$ cat src/rtl/hwpe_dma_loader_pkg.sv
// hwpe_dma_loader_pkg
//   Shared definitions for the hwpe DMA loader: SRAM address width, the
//   fmap/kernel region start addresses, the default read-outstanding limit
//   and the loader FSM state type.
package hwpe_dma_loader_pkg;

   localparam int HWPE_ADDR_WIDTH  = 16;
   localparam int HWPE_DMA_MAX_OUT = 2;

   localparam logic [HWPE_ADDR_WIDTH-1:0] FMEM_ADDR2_START = 16'h4000;
   localparam logic [HWPE_ADDR_WIDTH-1:0] KMEM_ADDR_START  = 16'h8000;

   typedef enum logic [1:0] {
      ST_IDLE  = 2'd0,
      ST_RUN   = 2'd1,
      ST_DRAIN = 2'd2,
      ST_DONE  = 2'd3
   } dma_state_t;

endpackage

$ cat src/rtl/hwpe_dma_pack.sv
// hwpe_dma_pack
//   Packs pairs of 32-bit read words into 64-bit hwpe SRAM writes. The
//   first word of a pair lands in dma_wd[31:0], the second in dma_wd[63:32].
//   Write-port outputs are registered; dma_wen pulses for one cycle after
//   the high-word arrives.
// Ports:
//   clk, rst_n     clock, synchronous active-low reset
//   clear          restart packing and load the destination address
//   load_addr      first write address, taken on clear
//   word_valid     a read word is arriving this cycle
//   word           the read word
//   suppress       drop the write a high word would otherwise produce
//   dma_wen/wa/wd  hwpe SRAM write port
module hwpe_dma_pack
   import hwpe_dma_loader_pkg::*;
#(
   parameter int ADDR_W = HWPE_ADDR_WIDTH
) (
   input  logic              clk,
   input  logic              rst_n,
   input  logic              clear,
   input  logic [ADDR_W-1:0] load_addr,
   input  logic              word_valid,
   input  logic [31:0]       word,
   input  logic              suppress,
   output logic              dma_wen,
   output logic [ADDR_W-1:0] dma_wa,
   output logic [63:0]       dma_wd
);

   logic              hi_q;
   logic [31:0]       lo_q;
   logic [ADDR_W-1:0] dst_q;

   always_ff @(posedge clk) begin
      if (!rst_n) begin
         hi_q    <= 1'b0;
         lo_q    <= '0;
         dst_q   <= '0;
         dma_wen <= 1'b0;
         dma_wa  <= '0;
         dma_wd  <= '0;
      end else begin
         dma_wen <= 1'b0;
         if (clear) begin
            hi_q  <= 1'b0;
            lo_q  <= '0;
            dst_q <= load_addr;
         end else if (word_valid) begin
            hi_q <= ~hi_q;
            if (!hi_q) begin
               lo_q <= word;
            end else begin
               // Destination advances even for a dropped beat; the
               // transfer is being abandoned in that case anyway.
               dst_q <= dst_q + ADDR_W'(8);
               if (!suppress) begin
                  dma_wen <= 1'b1;
                  dma_wa  <= dst_q;
                  dma_wd  <= {word, lo_q};
               end
            end
         end
      end
   end

endmodule

$ cat src/rtl/hwpe_dma_loader.sv
// hwpe_dma_loader
//   DMA engine feeding the hwpe SRAM write port. Accepts a copy descriptor,
//   reads 2*beats 32-bit words over an ICB master port (in-order responses,
//   up to MAX_OUT outstanding) and writes them as 64-bit beats.
// Ports:
//   clk, rst_n                 clock, synchronous active-low reset
//   desc_valid/ready           descriptor handshake
//   desc_src/dst/beats         ICB byte source, SRAM byte dest, beat count
//   icb_cmd_*                  ICB read command channel (read tied high)
//   icb_rsp_*                  ICB read response channel (ready tied high)
//   dma_wen/wa/wd              hwpe SRAM write port
//   done, err                  completion pulse and its error status
// Configuration:
//   HWPE_DMA_ERR_ABORT_EN      when defined, the first error response stops
//                              issue and drops all further writes; otherwise
//                              errors only set the sticky err status.
module hwpe_dma_loader
   import hwpe_dma_loader_pkg::*;
#(
   parameter int ADDR_W  = HWPE_ADDR_WIDTH,
   parameter int BEATS_W = 16,
   parameter int MAX_OUT = HWPE_DMA_MAX_OUT
) (
   input  logic               clk,
   input  logic               rst_n,
   input  logic               desc_valid,
   output logic               desc_ready,
   input  logic [31:0]        desc_src,
   input  logic [ADDR_W-1:0]  desc_dst,
   input  logic [BEATS_W-1:0] desc_beats,
   output logic               icb_cmd_valid,
   input  logic               icb_cmd_ready,
   output logic [31:0]        icb_cmd_addr,
   output logic               icb_cmd_read,
   input  logic               icb_rsp_valid,
   output logic               icb_rsp_ready,
   input  logic [31:0]        icb_rsp_rdata,
   input  logic               icb_rsp_err,
   output logic               dma_wen,
   output logic [ADDR_W-1:0]  dma_wa,
   output logic [63:0]        dma_wd,
   output logic               done,
   output logic               err
);

`ifdef HWPE_DMA_ERR_ABORT_EN
   localparam bit ABORT_EN = 1'b1;
`else
   localparam bit ABORT_EN = 1'b0;
`endif

   dma_state_t       state;
   logic [31:0]      src_q;
   logic [BEATS_W:0] words_left;
   logic [2:0]       outstanding;
   logic             err_q;
   logic             abort_q;

   logic accept;
   logic busy;
   logic cmd_hs;
   logic rsp_dec;
   logic rsp_err_now;
   logic suppress;

   // Source address bits [1:0] are forced to zero on accept.
   logic unused_src_lsb;
   assign unused_src_lsb = ^desc_src[1:0];

   assign icb_cmd_read  = 1'b1;
   assign icb_rsp_ready = 1'b1;
   assign icb_cmd_addr  = src_q;
   // Driven only from registers, so the address and valid stay put until
   // the handshake completes.
   assign icb_cmd_valid = (state == ST_RUN) && (words_left != '0) &&
                          (outstanding < 3'(MAX_OUT)) && !abort_q;

   assign accept      = desc_valid && desc_ready;
   assign busy        = (state != ST_IDLE);
   assign cmd_hs      = icb_cmd_valid && icb_cmd_ready;
   assign rsp_dec     = icb_rsp_valid && (outstanding != '0);
   assign rsp_err_now = icb_rsp_valid && icb_rsp_err && busy;
   // The erroring word itself is already dropped in abort mode.
   assign suppress    = ABORT_EN && (abort_q || rsp_err_now);

   hwpe_dma_pack #(
      .ADDR_W(ADDR_W)
   ) u_pack (
      .clk        (clk),
      .rst_n      (rst_n),
      .clear      (accept),
      .load_addr  (desc_dst),
      .word_valid (icb_rsp_valid && busy),
      .word       (icb_rsp_rdata),
      .suppress   (suppress),
      .dma_wen    (dma_wen),
      .dma_wa     (dma_wa),
      .dma_wd     (dma_wd)
   );

   always_ff @(posedge clk) begin
      if (!rst_n) begin
         state       <= ST_IDLE;
         desc_ready  <= 1'b0;
         src_q       <= '0;
         words_left  <= '0;
         outstanding <= '0;
         err_q       <= 1'b0;
         abort_q     <= 1'b0;
         done        <= 1'b0;
         err         <= 1'b0;
      end else begin
         done <= 1'b0;
         err  <= 1'b0;

         if (cmd_hs) begin
            src_q      <= src_q + 32'd4;
            words_left <= words_left - (BEATS_W+1)'(1);
         end

         if (cmd_hs && !rsp_dec) begin
            outstanding <= outstanding + 3'd1;
         end else if (!cmd_hs && rsp_dec) begin
            outstanding <= outstanding - 3'd1;
         end

         if (rsp_err_now) begin
            err_q <= 1'b1;
            if (ABORT_EN) begin
               abort_q <= 1'b1;
            end
         end

         case (state)
            ST_IDLE: begin
               desc_ready <= 1'b1;
               if (accept) begin
                  desc_ready <= 1'b0;
                  src_q      <= {desc_src[31:2], 2'b00};
                  words_left <= {desc_beats, 1'b0};
                  err_q      <= 1'b0;
                  abort_q    <= 1'b0;
                  state      <= (desc_beats == '0) ? ST_DONE : ST_RUN;
               end
            end
            ST_RUN: begin
               if ((words_left == '0) || abort_q) begin
                  state <= ST_DRAIN;
               end
            end
            ST_DRAIN: begin
               if ((outstanding == '0) && !icb_rsp_valid) begin
                  state <= ST_DONE;
               end
            end
            ST_DONE: begin
               done       <= 1'b1;
               err        <= err_q;
               desc_ready <= 1'b1;
               state      <= ST_IDLE;
            end
            default: state <= ST_IDLE;
         endcase
      end
   end

endmodule

$ cat config.mk
export PLATFORM = sky130hd
export DESIGN_NAME = hwpe_dma_loader
export DESIGN_NICKNAME = d
export VERILOG_FILES = /design/src/rtl/hwpe_dma_loader_pkg.sv /design/src/rtl/hwpe_dma_pack.sv /design/src/rtl/hwpe_dma_loader.sv
export SDC_FILE = /design/constraint.sdc
export NUM_CORES = 1
export LEC_CHECK = 0
export CORE_MARGIN = 4
export CORE_UTILIZATION = 32
export DETAILED_ROUTE_END_ITERATION = 10
export GPL_TIMING_DRIVEN = 0
export PLACE_DENSITY = 0.68
export SLEW_MARGIN = 10
export SYNTH_ARGS = -nofsm -noshare
export SYNTH_HDL_FRONTEND = slang
export SYNTH_SLANG_ARGS = --single-unit
$ cat constraint.sdc
create_clock -name clk -period 2.8 [get_ports clk]
set_clock_uncertainty 0.2 [all_clocks]
set_input_delay 0.56 -clock clk [delete_from_list [all_inputs] [get_ports clk]]
set_output_delay 0.56 -clock clk [all_outputs]
set_load 0.01 [all_outputs]
## Word level (Yosys, flattened, before mapping)

Index checks and enable logic that the tools add are counted.
W data, S select, Z words.

- Memories: 0
- Bits in read-only memories: 0
- Register bits after elaboration: 188
- Memory bits (writable): 0
- Bits in latches: 0
- Word-level logic and storage cells: 85
- Input bits: 102

- Eq/ne operators: 6
- Add/subtract/negate cells: 5
- Bitwise logic cells: 4
- Multiplexer cells: 23
- Shift-type cells: 0
- Multiply operators: 0
- Reduce and logical (&&, ||, !) cells: 32
- $lt $le $gt $ge: 1
- Div/mod/pow operators: 0

Operators by type and width:

| cell | number |
|---|---|
| $mux W32 | 3 |
| $mux W17 | 3 |
| $mux W16 | 3 |
| $add A32 B3 Y32 const B | 1 |
| $logic_not A17 Y1 | 1 |
| $reduce_bool A17 Y1 | 1 |
| $sub A17 B1 Y17 const B | 1 |
| $add A16 B4 Y16 const B | 1 |
| $logic_not A16 Y1 | 1 |
| $logic_and A1 B1 Y1 | 11 |
| $reduce_bool A2 Y1 | 5 |
| $mux W2 | 4 |
| $pmux W2 S4 | 1 |
| $mux W1 | 6 |
| $mux W3 | 2 |
| $reduce_and A2 Y1 | 3 |
| $reduce_and A3 Y1 | 2 |
| $eq A2 B2 Y1 const B | 2 |
| $ne A2 B2 Y1 const B | 2 |
| $not A1 Y1 | 4 |
| $add A3 B1 Y3 const B | 1 |
| $logic_not A1 Y1 | 3 |
| $logic_not A3 Y1 | 1 |
| $lt A3 B2 Y1 const B | 1 |
| 8 further kinds | 8 |

## Longest topological paths before layout

Gate-level depths: netlist (run 1).

- Word-level depth: 8
- Gate-level depth with buffers: 11
- Gate-level depth less buffers: 11

## Modules after synthesis

A second synthesis (run 1) with hierarchy kept.

- Cell total of the unflattened synthesis: 983
- Area total of the unflattened synthesis: 8592.0 µm²

Modules (own cells, without submodules):

| module | cells an instance | area an instance (µm²) | times used |
|---|---|---|---|
| hwpe_dma_pack | 594 | 5355.1 | 1 |
| hwpe_dma_loader | 389 | 3236.9 | 1 |

## Worst setup path before layout (run 1)

Ideal clock, no wire load.

- Path type: flip-flop to flip-flop
- From: register state[1]
- To: register outstanding[2]
- Path buffers: 0
- Required time: 2.530 ns
- Data arrival time: 2.316 ns
- Stages on the path, launching flop included: 12
- Slack: 0.214 ns
- Cell sequence: dfxtp_1 -> inv_1 -> ha_1 -> nor3b_1 -> nand2_1 -> a21oi_2 -> ha_1 -> inv_1 -> fa_1 -> xor2_1 -> or3_1 -> a21oi_1

- Word-level cells in the longest chain between the ends: 7
- Elaborated cells between the ends (all ways): 9
- Classes of those cells: eq/ne (1); mux (1); reduce/logical (7)

RTL lines:

| what | RTL line | RTL |
|---|---|---|
| start: declaration | hwpe_dma_loader.sv:52 | `dma_state_t state;` |
| start signal: assignment | hwpe_dma_loader.sv:143 | `state <= (desc_beats == '0) ? ST_DONE : ST_RUN;` |
| $eq A2 B1 Y1 * | hwpe_dma_loader.sv:75 | `assign icb_cmd_valid = (state == ST_RUN) && (words_left != '0) &&` |
| $logic_and A1 B1 Y1 * (2 in series) | hwpe_dma_loader.sv:75 |  |
| $logic_and A1 B1 Y1 * | hwpe_dma_loader.sv:80 | `assign cmd_hs = icb_cmd_valid && icb_cmd_ready;` |
| $logic_not A1 Y1 | hwpe_dma_loader.sv:123 | `end else if (!cmd_hs && rsp_dec) begin` |
| $logic_and A1 B1 Y1 | hwpe_dma_loader.sv:123 |  |
| $reduce_bool A2 Y1 (no line) | - |  |
| end signal: assignment | hwpe_dma_loader.sv:122 | `outstanding <= outstanding + 3'd1;` |
| end signal: assignment | hwpe_dma_loader.sv:124 | `outstanding <= outstanding - 3'd1;` |
| end: declaration | hwpe_dma_loader.sv:55 | `logic [2:0] outstanding;` |

Every way passes the cells marked *; elsewhere a longest branch is shown, timed or not.
A chain may end at the register's enable or synchronous reset.

## Worst setup path after layout (run 1)

- From: register words_left[11]
- To: output port icb_cmd_valid

- Word-level cells in the longest chain between the ends: 3

RTL lines:

| what | RTL line | RTL |
|---|---|---|
| start: declaration | hwpe_dma_loader.sv:54 | `logic [BEATS_W:0] words_left;` |
| start signal: assignment | hwpe_dma_loader.sv:118 | `words_left <= words_left - (BEATS_W+1)'(1);` |
| start signal: assignment | hwpe_dma_loader.sv:140 | `words_left <= {desc_beats, 1'b0};` |
| $reduce_bool A17 Y1 | hwpe_dma_loader.sv:75 |  |
| $logic_and A1 B1 Y1 (2 in series) | hwpe_dma_loader.sv:75 |  |
| end: declaration | hwpe_dma_loader.sv:31 | `output logic icb_cmd_valid,` |

Every way passes these cells.

==> results of run 1 <==
-- report_power, final --
part | switching [mW] | internal [mW]
clock | 1.25 | 1.32
combinational | 1.67 | 1.29
sequential | 0.390 | 3.02
-- routing by layer --
metal,vias to the layer above,GRT usage,part of all wire
li1,3908,-,-
met1,3754,0.2427,0.45
met2,228,0.2979,0.47
met3,61,0.03499,0.041
met4,0,0.08859,0.045
met5,-,0,0
-- flip-flops by register name, summed over array words and instances, names as in the netlist --
| register | count |
|---|---|
| desc_ready | 1 |
| done | 1 |
| err | 1 |
| err_q | 1 |
| icb_cmd_addr | 30 |
| outstanding | 3 |
| state | 2 |
| u_pack.dma_wa | 16 |
| u_pack.dma_wd | 64 |
| u_pack.dma_wen | 1 |
| u_pack.dst_q | 16 |
| u_pack.hi_q | 1 |
| u_pack.lo_q | 32 |
| words_left | 17 |
-- through the flow --
stage	utilization	instance area (sq um)
6_report	0.4620	11270
5_1_grt	0.4620	11270
3_5_place_dp	0.4305	10500
4_1_cts	0.4594	11210
2_1_floorplan	-	7973
3_3_place_gp	0.4305	10500
-- worst min path at each step --
stage                          from                end  slack (ns)  depth (start not counted)
global route         u_pack.lo_q[2]   u_pack.dma_wd[2]        0.27                          2
global placement    u_pack.lo_q[11]  u_pack.dma_wd[11]        0.24                          2
finish               u_pack.lo_q[2]   u_pack.dma_wd[2]        0.25                          2
floorplan           u_pack.dst_q[0]   u_pack.dma_wa[0]        0.23                          2
detailed placement  u_pack.lo_q[19]  u_pack.dma_wd[19]        0.24                          2
CTS                  u_pack.lo_q[2]   u_pack.dma_wd[2]        0.25                          2
-- worst register-to-register path: cells and delay by family, from the launching register on --
kind	cells	cell delay, ns
and+or+nand+nor	3	1.20
adders and majority gates	2	0.36
DFF	1	0.34
buffers and inverters	2	0.23
AOI/OAI and AO/OA	2	0.19
xor gates and xnor gates	1	0.07
-- area by class of cell --
class                   count  area, sq um
diodes                      1        2.502
plain buffers              75        327.8
clock buffers              17        425.4
clock inverters            15        220.2
fillers                  2415        13120
inverters                  13        48.80
multi-input cells         723         3944
flip-flops and latches    186         3726
well taps                 324        405.4
repair buffers            219         2170
-- cell usage in the layout (no fill, tap or decap), types with 4 or more instances in the layout --
cell type | synthesis | final
a2111oi_0 | 9 | 7
a211oi_1 | 19 | 19
a21oi_1 | 175 | 173
and2_1 | 4 | 4
and3_1 | 11 | 11
and4_1 | 6 | 6
buf_4 | 8 | 13
clkbuf_1 | 63 | 57
clkbuf_16 | 0 | 17
clkbuf_2 | 0 | 5
clkdlybuf4s50_1 | 0 | 211
clkinv_8 | 0 | 6
conb_1 | 2 | 4
dfxtp_1 | 186 | 184
ha_1 | 9 | 8
inv_1 | 12 | 11
mux2i_1 | 6 | 6
nand2_1 | 252 | 250
nand3_1 | 19 | 19
nand4_1 | 17 | 17
nor2_1 | 25 | 25
nor3_1 | 11 | 10
nor4_1 | 7 | 7
o21ai_0 | 52 | 52
or2_2 | 4 | 4
or3_1 | 4 | 4
xnor2_1 | 41 | 41
xor2_1 | 10 | 10
-- logic make-up (layout without fill, tap and decap cells) --
group	Yosys count	after routing	share of synthesized area
AND/OR/NAND/NOR	378	378	0.2133
AO/OA/AOI/OAI	272	272	0.1883
adder cells (fa/ha/maj)	10	10	0.01665
flip-flops	186	186	0.4675
multiplexers	8	8	0.01037
XOR/XNOR	51	51	0.05608
buffers and inverters	90	339	0.04681
other	2	5	0.0009429
-- timing repair --
item                                    4_1_cts  5_1_grt
cloned                                        0        0
endpoints found under the setup margin       82       91
pin swaps                                     3        4
resized for setup                            15       23
setup buffers                                 4        3
==> flow_summary.toml, run 1 <==
[yosys]
yosys.cell_count.top_type = "nand2_1"
synth-edff-count = 0
synth_cells = 997
yosysTopAreaCell = "dfxtp_1"
yosysSeqAreaShare = 0.4675
syn_area_sq_mm = 0.007965
netlist_top_cells_area = "dfxtp_1, nand2_1, a21oi_1"
synth-seq-cells = 186
async_flop_share = 0
syn-mean-instance-area_sq_um = 7.989
ys_types = 51
synthTopCellsByCount = "nand2_1, dfxtp_1, a21oi_1, clkbuf_1, o21ai_0"
synth_ff_type = "dfxtp_1"
ys_warn_count = 0
netlist.area_leader.share = 0.4675

[global_routing]
grt_max_degree = 22
grt_pass1_vias = 7642
grt_pass1_wl_um = 41670
grt_overflow_total = 0
antenna_found_initial = 1
grt_usage = 0.1860

[die]
start_util = 0.3266
die_height_um = 165.8
dieArea_sq_mm = 0.02748
placementRows = 57
core_area_sq_mm = 0.02439
chipWidth_um = 165.8
ios = 221

[timing]
finalWorstSetupSlack_ns = 0.08949
slew_viol_final = 0
setup_violations = 0
hold_slack_ns = 0.2509
slew-limit-headroom = 0.4962
max_slew.worst_pin.slew_ns = 0.7556
hold_violations = 0
layout_min_cycle_time_ns = 2.711
tns_ns = 0
rsz0062_at_grt = "no"
period_share = 0.9680
fmax_ghz = 0.3689

[detailed_routing]
drc_errors = 0
post_drt_wl_per_cell_um = 16.72
drtIter0Drc = 445
dr.pass1.iters = 5
routed_wl_um = 26300
final_antenna_net_count = 0
avgViaCountPerCell = 5.055
vias = 7951

[setup_path]
ff2ff_setup_slack_ns = 0.13
cp_cell_sequence = "or4_4, nor4_4, buf_6, a21boi_2, buf_2"
startpoint = "words_left[11]"
crit_family = "simple AND/OR/NAND/NOR gates"
path_depth = 5
crit_path_start_kind = "flop"
cp_max_fo = 5
critPathCapture = "icb_cmd_valid"
reg2reg_depth = 10
critPathBufInv = 2
reg2reg_from = "words_left[11]"
cp.required_ns = 2.04
slowest_stage = "or4_4"
reg2reg_to = "outstanding[2]"
crit_arrival_ns = 1.95
critical_path_class = "reg2out"
cpPeakStageDelay_ns = 0.56
worstSetupEndpointType = "output pin"

[cts]
path_clk_slew_ns = 0.08
cts_root_buf = "clkbuf_16"
cts_tree = "yes"
cts-hold-fix-buffers = 0
h-tree-depth = 4
clock_latency_ns = 0.44
clockBufferDepth = 2
cts_sinks = 186
numCtsBuffers = 17

[final_layout]
nets = 1347
drive_gt1_frac = 0.06250
area_growth_pct = 41.49
fin_cells = 1573

[place]
place_hpwl_um = 20150
gp_congestion = 0.9231
post-place-ws_ns = -0.3692
dp_cells = 1535
io_buffer_count = 212

[power_and_ir_drop]
total_power_mw = 8.947
power_leakage_nw = 3.692
vdd.ir_drop.worst_v = 0.0005605
powerDensity_mw_per_mm2 = 793.9

[outcome]
status = "complete, no violations"

[worst_hold_path]
hold_class = "reg2reg"

[job]
maxCapViolations = 0
Power figures use the tool's default switching activity.
==> run 2, diff against run 1 <==
- PLACE_DENSITY: 0.68 -> 0.67
- SYNTH_HIERARCHICAL: default -> 1
==> run 2 against run 1 <==
Against the previous run:
- synthesized cell count down 1.4%
- hold slack about the same
- non-clock buffer count is 8 lower
- critical endpoint is now outstanding[2]
- utilization is 1.1 points lower
- power shrank 6.0%
- count of clock-buffer cells in the layout unchanged
- critical path type is now reg2reg
- synthesized area up 7.9%
- register-to-register slack about the same
- routed wire length grew 0.30%
- via count is 0.92% lower
- clock power decreased by 7%
- worst setup slack improved by 0.049 ns
==> flow_summary.toml, run 2 <==
[outcome]
status = "complete, no violations"

[yosys]
netlist_top_cells_area = "dfxtp_1, nand2_1, a21boi_2"
synth-edff-count = 0
synth_ff_type = "dfxtp_1"
synth_cells = 983
yosysTopAreaCell = "dfxtp_1"
synth-seq-cells = 186
yosysSeqAreaShare = 0.4334
syn-mean-instance-area_sq_um = 8.741
yosys.cell_count.top_type = "nand2_1"
async_flop_share = 0
synthTopCellsByCount = "nand2_1, dfxtp_1, a21boi_2, a21oi_1, o21ai_0"
syn_area_sq_mm = 0.008592
ys_warn_count = 6
ys_types = 68
netlist.area_leader.share = 0.4334

[setup_path]
cp.required_ns = 2.95
crit_path_start_kind = "flop"
startpoint = "state[1]"
reg2reg_from = "state[1]"
crit_arrival_ns = 2.82
cp_max_fo = 5
critical_path_class = "reg2reg"
worstSetupEndpointType = "flop"

[detailed_routing]
avgViaCountPerCell = 5.018
drtIter0Drc = 339
post_drt_wl_per_cell_um = 16.80
final_antenna_net_count = 0
drc_errors = 0
dr.pass1.iters = 5
routed_wl_um = 26380
vias = 7878

[place]
post_dp_cell_area_sq_mm = 0.01117
place_hpwl_um = 20270
io_buffer_count = 214
post-place-ws_ns = -0.5746
gp_congestion = 0.8976

[job]
maxCapViolations = 0

[timing]
max_slew.worst_pin.slew_ns = 0.5862
slew_viol_final = 0
tns_ns = 0
layout_min_cycle_time_ns = 2.662
rsz0062_at_grt = "no"
slew-limit-headroom = 0.5991
hold_violations = 0
setup_violations = 0
finalWorstSetupSlack_ns = 0.1383
period_share = 0.9506
fmax_ghz = 0.3757

[cts]
cts_tree = "yes"
cts_sinks = 186
clock_latency_ns = 0.43
clockBufferDepth = 2
path_clk_slew_ns = 0.08
h-tree-depth = 4
cts-hold-fix-buffers = 0
numCtsBuffers = 17
cts_root_buf = "clkbuf_16"

[power_and_ir_drop]
power_leakage_nw = 3.923
total_power_mw = 8.407
powerDensity_mw_per_mm2 = 711.1
vdd.ir_drop.worst_v = 0.0003453

[global_routing]
antenna_found_initial = 3
grt_max_degree = 20
grt_pass1_vias = 7841
grt_usage = 0.1762
grt_pass1_wl_um = 41680
grt_overflow_total = 0

[final_layout]
layout_commonest_cell = "nand2_1"
mostFrequentLayoutCells = "nand2_1, clkdlybuf4s50_1, dfxtp_1, a21boi_2, a21oi_1"
area_growth_pct = 37.59
antenna_cells = 0
largest_register_ff_count = 64
regMostFlops = "u_pack/dma_wd"
fin_area_sq_mm = 0.01182
drive_gt1_frac = 0.1417
nets = 1335

[die]
core_area_sq_mm = 0.02621
placementRows = 59
start_util = 0.3279
chipWidth_um = 171.9
ios = 221
dieArea_sq_mm = 0.02954
die_height_um = 171.9

[worst_hold_path]
hold_class = "reg2reg"
hp-start = "u_pack/lo_q[13]"
## run 2: changes by cell type after synthesis, sizes merged, moves of 9 or more
cell,delta
clkbuf,-28
xor2,+10
o21ai,+15
a21boi,+79
o2111ai,+9
a21oi,-100
nor2,-11
buf,+20
a31oi,+12
xnor2,-19
a211oi,-10
## run 2: final cells by class
class                   count  area (sq um)
inverters                  14         52.55
multi-input cells         718          4444
clock buffers              17         425.4
plain buffers              67         406.6
fillers                  2564         14390
well taps                 335         419.2
clock inverters            14         153.9
repair buffers            219          2195
flip-flops and latches    186          3725
## run 2: worst paths after layout
kind	end	slack [ns]	cells after the start
worst min-delay path	u_pack/dma_wd[13]	0.25	2
worst max-delay path	outstanding[2]	0.14	10
worst max register to register	outstanding[2]	0.14	10
worst min register to register	u_pack/dma_wd[13]	0.25	2
## run 2: metrics by stage
stage | std cells | hold WS [ns] | utilization
2_1_floorplan | 987 | 0.2298 | -
3_3_place_gp | 1536 | 0.2415 | 0.4262
3_5_place_dp | 1536 | 0.2454 | 0.4262
4_1_cts | 1570 | 0.2554 | 0.4502
5_1_grt | 1570 | 0.2794 | 0.4511
6_report | 1570 | 0.2504 | 0.4511
## run 2: kinds of logic after synthesis
family	count (synthesis)	synth area share
buffers and inverters	83	0.05432
xor gates and xnor gates	42	0.04281
adders and majority gates	10	0.01544
and+or+nand+nor	369	0.2008
DFF	186	0.4334
AOI/OAI and AO/OA	282	0.2417
other	2	0.0008741
muxes	9	0.01063
## run 2: critical path, stage by stage (launching register included)
cell      delay, ns
dfxtp_1        0.34
inv_1          0.09
ha_1           0.21
and4bb_2       0.31
a21boi_4       0.21
ha_1           0.19
inv_1          0.06
fa_1           0.37
xor2_1         0.16
or3_1          0.31
a21oi_1        0.14
## run 2: per-layer routing
metal	up-vias	wire length [um]	track usage
li1	3868	-	-
met1	3682	11470	0.2228
met2	298	12410	0.2997
met3	24	2224	0.05350
met4	6	232	0.03554
met5	-	36	0
## run 2: repair_timing
item / CTS / global route
buffers inserted: 3 / 2
pin swaps: 3 / 4
gates resized for setup: 6 / 2
setup endpoints to repair: 84 / 3
## run 2: where the power goes
part | total (mW) | internal [mW] | switching (mW)
Combinational | 2.66 | 1.11 | 1.55
Sequential | 3.36 | 2.97 | 0.381
Clock | 2.40 | 1.19 | 1.20
